### config.mk
export PLATFORM = sky130hd
export DESIGN_NAME = axi_cpl_tlp_builder
export DESIGN_NICKNAME = d
export VERILOG_FILES = /design/src/rtl/pcie_bridge_pkg.sv /design/src/rtl/cpl_ctx_fifo.sv /design/src/rtl/axi_cpl_tlp_builder.sv
export SDC_FILE = /design/constraint.sdc
export NUM_CORES = 1
export LEC_CHECK = 0
export BUFFER_PORTS_ARGS = -buffer_cell sky130_fd_sc_hd__buf_2
export CORE_MARGIN = 2
export CORE_UTILIZATION = 51
export CTS_CLUSTER_DIAMETER = 200
export CTS_CLUSTER_SIZE = 10
export DETAILED_ROUTE_END_ITERATION = 16
export HOLD_SLACK_MARGIN = 0.05
export PLACE_DENSITY = 0.78
export SLEW_MARGIN = 20
export SYNTH_ARGS = -nofsm -noshare
export SYNTH_HDL_FRONTEND = slang
export SYNTH_SLANG_ARGS = --single-unit
### constraint.sdc
create_clock -name m_axi_aclk -period 5.88 [get_ports m_axi_aclk]
set_input_delay 0.294 -clock m_axi_aclk [delete_from_list [all_inputs] [get_ports m_axi_aclk]]
set_output_delay 0.294 -clock m_axi_aclk [all_outputs]
set_load 0.02 [all_outputs]
### src/rtl/pcie_bridge_pkg.sv
// Shared types and helpers for the PCIe-to-AXI-Lite bridge.
//   cpl_ctx_t           : PCIe context captured for each outstanding read
//   be_to_byte_count()  : single-DW completion byte count from first-DW byte enables
//   be_to_lower_offset(): byte offset of the lowest enabled byte
//   CPL_STATUS_SC       : successful-completion status code, used by the formatter
package pcie_bridge_pkg;

    localparam logic [2:0] CPL_STATUS_SC = 3'b000;

    typedef struct packed {
        logic [15:0] requester_id;
        logic [7:0]  tag;
        logic [2:0]  tc;
        logic [1:0]  attr;
        logic [6:0]  address;
        logic [3:0]  byte_enable;
    } cpl_ctx_t;

    // Span from lowest to highest enabled byte; an empty mask still reports 1 byte.
    function automatic logic [11:0] be_to_byte_count(input logic [3:0] be);
        logic [11:0] bc;
        if (be[3] && be[0])
            bc = 12'd4;
        else if ((be[3:2] == 2'b01 && be[0]) || (be[3] && be[1:0] == 2'b10))
            bc = 12'd3;
        else if (be == 4'b0011 || be == 4'b0110 || be == 4'b1100)
            bc = 12'd2;
        else
            bc = 12'd1;
        return bc;
    endfunction

    function automatic logic [1:0] be_to_lower_offset(input logic [3:0] be);
        logic [1:0] off;
        if (be[0])
            off = 2'd0;
        else if (be[1])
            off = 2'd1;
        else if (be[2])
            off = 2'd2;
        else if (be[3])
            off = 2'd3;
        else
            off = 2'd0;
        return off;
    endfunction

endpackage

### src/rtl/cpl_ctx_fifo.sv
// Synchronous FIFO of read-request contexts.
//   clk, rst   : clock, asynchronous active-high reset
//   push_req   : write request; accepted when not full, or when full and popping
//   push_ctx   : context to store
//   pop_req    : remove head (ignored while empty)
//   head_ctx   : current head entry
//   empty/full : occupancy flags
//   count      : number of stored entries
// Depth need not be a power of two: pointers wrap explicitly at DEPTH-1.
module cpl_ctx_fifo
    import pcie_bridge_pkg::*;
#(
    parameter int DEPTH = 5
) (
    input  logic                           clk,
    input  logic                           rst,
    input  logic                           push_req,
    input  cpl_ctx_t                       push_ctx,
    input  logic                           pop_req,
    output cpl_ctx_t                       head_ctx,
    output logic                           empty,
    output logic                           full,
    output logic [$clog2(DEPTH+1)-1:0]     count
);

    localparam int CNT_W = $clog2(DEPTH + 1);
    localparam int PTR_W = $clog2(DEPTH);

    cpl_ctx_t           mem_q [DEPTH];
    logic [PTR_W-1:0]   wr_ptr_q, wr_ptr_d;
    logic [PTR_W-1:0]   rd_ptr_q, rd_ptr_d;
    logic [CNT_W-1:0]   count_q, count_d;
    logic               push_ok, pop_ok;

    assign empty    = (count_q == '0);
    assign full     = (count_q == CNT_W'(DEPTH));
    assign count    = count_q;
    assign head_ctx = mem_q[rd_ptr_q];

    always_comb begin
        pop_ok   = pop_req && !empty;
        push_ok  = push_req && (!full || pop_ok);
        wr_ptr_d = wr_ptr_q;
        rd_ptr_d = rd_ptr_q;
        count_d  = count_q;
        if (push_ok)
            wr_ptr_d = (wr_ptr_q == PTR_W'(DEPTH - 1)) ? '0 : wr_ptr_q + 1'b1;
        if (pop_ok)
            rd_ptr_d = (rd_ptr_q == PTR_W'(DEPTH - 1)) ? '0 : rd_ptr_q + 1'b1;
        if (push_ok && !pop_ok)
            count_d = count_q + 1'b1;
        else if (pop_ok && !push_ok)
            count_d = count_q - 1'b1;
    end

    always_ff @(posedge clk or posedge rst) begin
        if (rst) begin
            wr_ptr_q <= '0;
            rd_ptr_q <= '0;
            count_q  <= '0;
        end else begin
            wr_ptr_q <= wr_ptr_d;
            rd_ptr_q <= rd_ptr_d;
            count_q  <= count_d;
        end
    end

    // Storage is data only; validity is tracked solely by the pointers and count.
    always_ff @(posedge clk) begin
        if (push_ok)
            mem_q[wr_ptr_q] <= push_ctx;
    end

endmodule

### src/rtl/axi_cpl_tlp_builder.sv
// Pairs in-order AXI read beats with stored PCIe request contexts and presents
// single-DW completion descriptors to the completion TLP formatter.
//   m_axi_aclk/m_axi_areset : clock, asynchronous active-high reset
//   req_*                   : accepted read request context (push)
//   req_track_full          : context FIFO full with no pop this cycle
//   axi_cpld_*              : returning read data beats
//   cpl_*                   : registered completion descriptor and data
//   outstanding_cnt         : contexts currently stored
//   err_overflow/err_orphan : sticky error flags
module axi_cpl_tlp_builder
    import pcie_bridge_pkg::*;
#(
    parameter int OUTSTANDING_READS = 5,
    parameter int TCQ               = 1
) (
    input  logic                                     m_axi_aclk,
    input  logic                                     m_axi_areset,
    input  logic                                     req_valid,
    input  logic [15:0]                              req_requester_id,
    input  logic [7:0]                               req_tag,
    input  logic [2:0]                               req_tc,
    input  logic [1:0]                               req_attr,
    input  logic [6:0]                               req_address,
    input  logic [3:0]                               req_byte_enable,
    output logic                                     req_track_full,
    input  logic                                     axi_cpld_valid,
    output logic                                     axi_cpld_ready,
    input  logic [31:0]                              axi_cpld_data,
    output logic                                     cpl_valid,
    input  logic                                     cpl_ready,
    output logic [15:0]                              cpl_requester_id,
    output logic [7:0]                               cpl_tag,
    output logic [2:0]                               cpl_tc,
    output logic [1:0]                               cpl_attr,
    output logic [6:0]                               cpl_lower_addr,
    output logic [11:0]                              cpl_byte_count,
    output logic [31:0]                              cpl_data,
    output logic [$clog2(OUTSTANDING_READS+1)-1:0]   outstanding_cnt,
    output logic                                     err_overflow,
    output logic                                     err_orphan
);

    cpl_ctx_t    req_ctx, head_ctx;
    logic        fifo_empty, fifo_full;
    logic        beat_accept, pop;

    logic        cpl_valid_q, cpl_valid_d;
    logic [15:0] rid_q, rid_d;
    logic [7:0]  tag_q, tag_d;
    logic [2:0]  tc_q, tc_d;
    logic [1:0]  attr_q, attr_d;
    logic [6:0]  laddr_q, laddr_d;
    logic [11:0] bc_q, bc_d;
    logic [31:0] data_q, data_d;
    logic        ovf_q, ovf_d;
    logic        orph_q, orph_d;

    assign req_ctx = '{requester_id: req_requester_id, tag: req_tag, tc: req_tc,
                       attr: req_attr, address: req_address, byte_enable: req_byte_enable};

    // The output slot is free when empty or being drained this cycle.
    assign axi_cpld_ready = !cpl_valid_q || cpl_ready;
    assign beat_accept    = axi_cpld_valid && axi_cpld_ready;
    // A context pushed this cycle is not yet visible, so a beat on an empty FIFO is orphaned.
    assign pop            = beat_accept && !fifo_empty;
    assign req_track_full = fifo_full && !pop;

    cpl_ctx_fifo #(
        .DEPTH    (OUTSTANDING_READS)
    ) u_ctx_fifo (
        .clk      (m_axi_aclk),
        .rst      (m_axi_areset),
        .push_req (req_valid),
        .push_ctx (req_ctx),
        .pop_req  (pop),
        .head_ctx (head_ctx),
        .empty    (fifo_empty),
        .full     (fifo_full),
        .count    (outstanding_cnt)
    );

    always_comb begin
        cpl_valid_d = cpl_valid_q;
        rid_d       = rid_q;
        tag_d       = tag_q;
        tc_d        = tc_q;
        attr_d      = attr_q;
        laddr_d     = laddr_q;
        bc_d        = bc_q;
        data_d      = data_q;
        ovf_d       = ovf_q || (req_valid && req_track_full);
        orph_d      = orph_q || (beat_accept && fifo_empty);
        if (pop) begin
            cpl_valid_d = 1'b1;
            rid_d       = head_ctx.requester_id;
            tag_d       = head_ctx.tag;
            tc_d        = head_ctx.tc;
            attr_d      = head_ctx.attr;
            laddr_d     = {head_ctx.address[6:2], be_to_lower_offset(head_ctx.byte_enable)};
            bc_d        = be_to_byte_count(head_ctx.byte_enable);
            data_d      = axi_cpld_data;
        end else if (cpl_ready) begin
            cpl_valid_d = 1'b0;
        end
    end

    always_ff @(posedge m_axi_aclk or posedge m_axi_areset) begin
        if (m_axi_areset) begin
            cpl_valid_q <= 1'b0;
            rid_q       <= '0;
            tag_q       <= '0;
            tc_q        <= '0;
            attr_q      <= '0;
            laddr_q     <= '0;
            bc_q        <= '0;
            data_q      <= '0;
            ovf_q       <= 1'b0;
            orph_q      <= 1'b0;
        end else begin
            cpl_valid_q <= cpl_valid_d;
            rid_q       <= rid_d;
            tag_q       <= tag_d;
            tc_q        <= tc_d;
            attr_q      <= attr_d;
            laddr_q     <= laddr_d;
            bc_q        <= bc_d;
            data_q      <= data_d;
            ovf_q       <= ovf_d;
            orph_q      <= orph_d;
        end
    end

    assign cpl_valid        = cpl_valid_q;
    assign cpl_requester_id = rid_q;
    assign cpl_tag          = tag_q;
    assign cpl_tc           = tc_q;
    assign cpl_attr         = attr_q;
    assign cpl_lower_addr   = laddr_q;
    assign cpl_byte_count   = bc_q;
    assign cpl_data         = data_q;
    assign err_overflow     = ovf_q;
    assign err_orphan       = orph_q;

endmodule

==> summary.md <==
| Metric | Value |
|---|---|
| Vias | `5709` |
| Routed wire length | `20100 um` |
| Placed cell count | `969` |
| Num Clock Sinks | `273` |
| Area grow syn2layout | `25.8%` |
| Total gr overflow | `0` |
| CTS tree | `yes` |
| Design area | `13000 um2` |
| CTS Buffer Depth | `3` |
| Maxcap violations | `0` |
| Slew Viols, Final | `0` |
| Synth area leader | `edfxtp_1` |
| EDFF count, synth | `190` |
| Post-Synthesis Cell Area | `10400 um2` |
| Antenna Nets Post-Route | `0` |
| Measured slew at the worst slew-check pin | `1.07 ns` |
| Vias in the first global route | `6091` |
| Synth cell types | `43` |
| Max IR drop VDD | `336 uV` |
| Initial drt markers | `249` |
| Syn_area_per_cell | `18.3 um2` |
| Fillers | `1363` |
| I/O pin total | `165` |
| Count leader, synth | `edfxtp_1` |
| Top-area cell type share of the netlist area | `0.551` |
| Clk network pwr share | `0.262` |
| RSZ-0062 raised after global routing | `no` |
| Commonest cells in the netlist | `190 x edfxtp_1, 83 x dfrtp_1, 46 x nand2_1` |
| # DRC | `0` |
| Clk_lat worst skew | `0.54 ns` |
| R2R Setup Slk | `3.19 ns` |
| Hold Crit Class | `input port to flip-flop` |
| Reg2reg end | `u_ctx_fifo.count[2]$_DFFE_PP0P_` |
| First-pass GRT wire length | `31900 um` |
| Chip Height | `147 um` |
| Fin crit period | `2.69 ns` |
| Fraction of layout cells with a size suffix above 1 | `0.330` |
| Psw | `2.05 mW` |
| Core Area | `20100 um2` |
| Final Skew | `0.0124 ns` |
| PwrDens | `492 nW/um2` |
| Total chip power | `6.42 mW` |
| Highest clock rate | `372 MHz` |
| Final GP Congestion | `0.764` |
| Switching portion of total power | `0.320` |
| Combinational share of power | `0.284` |
| WP data arrival | `3.15 ns` |
| Dpl cell area | `11400 um2` |
| Post-CTS Setup Inserts | `0` |
| HPWL Detailed | `11000 um` |
| Status | `finished clean` |
| Hold_sp | `cpl_ready` |
| Root Driver | `clkbuf_16` |
| Layout net count | `888` |
| Initial core utilization | `0.515` |
| Gr usage total | `0.189` |
| Hold EP | `cpl_valid$_DFFE_PP0P_` |
| Initial antenna violation count | `0` |
| Port Buf Inserts | `153` |
| WL per Instance | `18.3 um` |
| Setup WS post-layout | `3.19 ns` |
| Finished Layout Cells | `1100` |
| Die boundary width | `147 um` |
| Largest net degree at the start of global routing | `84` |
| Die Area | `21500 um2` |
| Seq/Total Area, Yosys | `0.751` |
| CTS resizes | `0` |
| Final Cycle Share | `0.457` |
| CTS H-tree lvls | `1` |
| Sequential share of power | `0.454` |
| FFs w/ async S/R, synth | `0.304` |
| Worst-path clk slew | `0.06 ns` |
| Setup TNS Final | `0 ns` |
| Synth top area cells | `edfxtp_1 55%, dfrtp_1 20%, mux4_2 7.6%, mux2i_1 3.9%, mux2_2 3.7%` |
| Row count | `52` |
| Slew margin rel. | `0.285` |
| CTS buffer count | `31` |
| Place WS | `3.19 ns` |
| Final Hold Fails | `0` |
| Crit start category | `flip-flop` |
| P_leak | `5.17 nW` |
| Hold buffer count at CTS | `72` |
| Yosys Warn Count | `0` |
| Crit. End Element | `flip-flop` |
| Synth Flop Type | `edfxtp_1` |
| Reg2reg start | `u_ctx_fifo.count[1]$_DFFE_PP0P_` |
| Via density | `5.19` |
| Hold Crit Depth | `3` |
| Crit Path Max Fanout | `64` |
| Cell-internal power | `4.36 mW` |
| Drt first pass iters | `4` |
| Worst reg-to-reg path cell count | `8` |
| #FFs+latches synth | `273` |
| Req. time, crit path | `6.35 ns` |
| Setup violators final | `0` |
| Post-Syn Instances | `566` |
| Diode count | `0` |
| Kind of critical path | `flip-flop to flip-flop` |
## metal layers
layer | vias up | global-route usage | routed length (um)
met5 | - | 0 | 0
met4 | 0 | 0.0374 | 293
met1 | 2821 | 0.246 | 8410
met3 | 34 | 0.0359 | 1360
met2 | 219 | 0.338 | 10000
li1 | 2635 | - | -
## stage by stage
step / hold slack, ns / util
6_report: 0.202 / 0.648
5_1_grt: 0.203 / 0.648
4_1_cts: 0.0768 / 0.648
3_5_place_dp: 0.449 / 0.568
3_3_place_gp: 0.437 / 0.568
2_1_floorplan: 0.393 / -
## flip-flops by register name (all words and copies together), names as in the netlist
register	cells
u_ctx_fifo.rd_ptr_q	3
u_ctx_fifo.count	3
cpl_lower_addr	7
u_ctx_fifo.mem_q	190
cpl_data	32
err_orphan	1
u_ctx_fifo.wr_ptr_q	3
cpl_valid	1
err_overflow	1
cpl_byte_count	3
cpl_requester_id	16
cpl_tag	8
cpl_tc	3
cpl_attr	2
## cell type report
type                            instances  area, um2  share of cell area
Clock buffer                           56        870              0.0667
Tap cell                              270        338              0.0259
Clock inverter                          2       17.5             0.00134
Sequential cell                       273       7790               0.597
Inverter                               10       42.5             0.00326
Timing Repair Buffer                  233       1550               0.119
Multi-Input combinational cell        256       2430               0.187
## cells by family (layout without fill, tap and decap cells)
group                      count (synthesis)  count (layout)  share of synthesized area
adders and majority gates                  6               6                    0.00797
other                                      1               9                   0.000362
xor gates and xnor gates                   3               3                    0.00254
buffers and inverters                     45             301                     0.0223
DFF                                      273             273                      0.751
muxes                                    110             110                      0.154
AOI/OAI and AO/OA                         60              60                     0.0326
and+or+nand+nor                           68              68                     0.0293
## how the worst max path moves through the flow
stage / cells past startpoint / to / slack, ns / start
5_1_grt: 8 / u_ctx_fifo.count[2]$_DFFE_PP0P_ / 2.98 / u_ctx_fifo.count[1]$_DFFE_PP0P_
6_report: 8 / u_ctx_fifo.count[2]$_DFFE_PP0P_ / 3.19 / u_ctx_fifo.count[1]$_DFFE_PP0P_
3_3_place_gp: 8 / u_ctx_fifo.count[2]$_DFFE_PP0P_ / 3.23 / u_ctx_fifo.count[2]$_DFFE_PP0P_
2_1_floorplan: 6 / u_ctx_fifo.mem_q[1][0]$_DFFE_PP_ / 0.29 / cpl_valid$_DFFE_PP0P_
3_5_place_dp: 8 / u_ctx_fifo.count[2]$_DFFE_PP0P_ / 3.19 / u_ctx_fifo.count[1]$_DFFE_PP0P_
4_1_cts: 8 / u_ctx_fifo.count[2]$_DFFE_PP0P_ / 3.17 / u_ctx_fifo.count[1]$_DFFE_PP0P_
## layout by cell type (no fill, tap or decap), types with 9 or more instances in the layout
cell and count:
nand2_1 46, o21ai_0 42, edfxtp_1 190, mux4_2 35, clkbuf_16 31, clkbuf_1 25, dfrtp_1 81, mux2_2 34
conb_1 9, buf_2 153, dlygate4sd3_1 73, mux2i_1 40
## worst max-delay path, stage by stage (launching register included)
cell,delay [ns]
dfrtp_1,0.43
or3_1,0.44
nand3_4,0.55
ha_1,0.31
inv_1,0.06
fa_1,0.37
xor2_1,0.17
nor2_1,0.12
xor2_1,0.15
## power groups by stage
stage,combinational (mW),clock (mW),sequential [mW]
2_1_floorplan,1.09,0,3.08
3_3_place_gp,1.76,0,2.92
3_5_place_dp,1.80,0,2.96
4_1_cts,1.85,1.72,2.92
5_1_grt,1.97,1.80,2.98
6_report,1.82,1.68,2.91
Power figures use the tool's default switching activity.
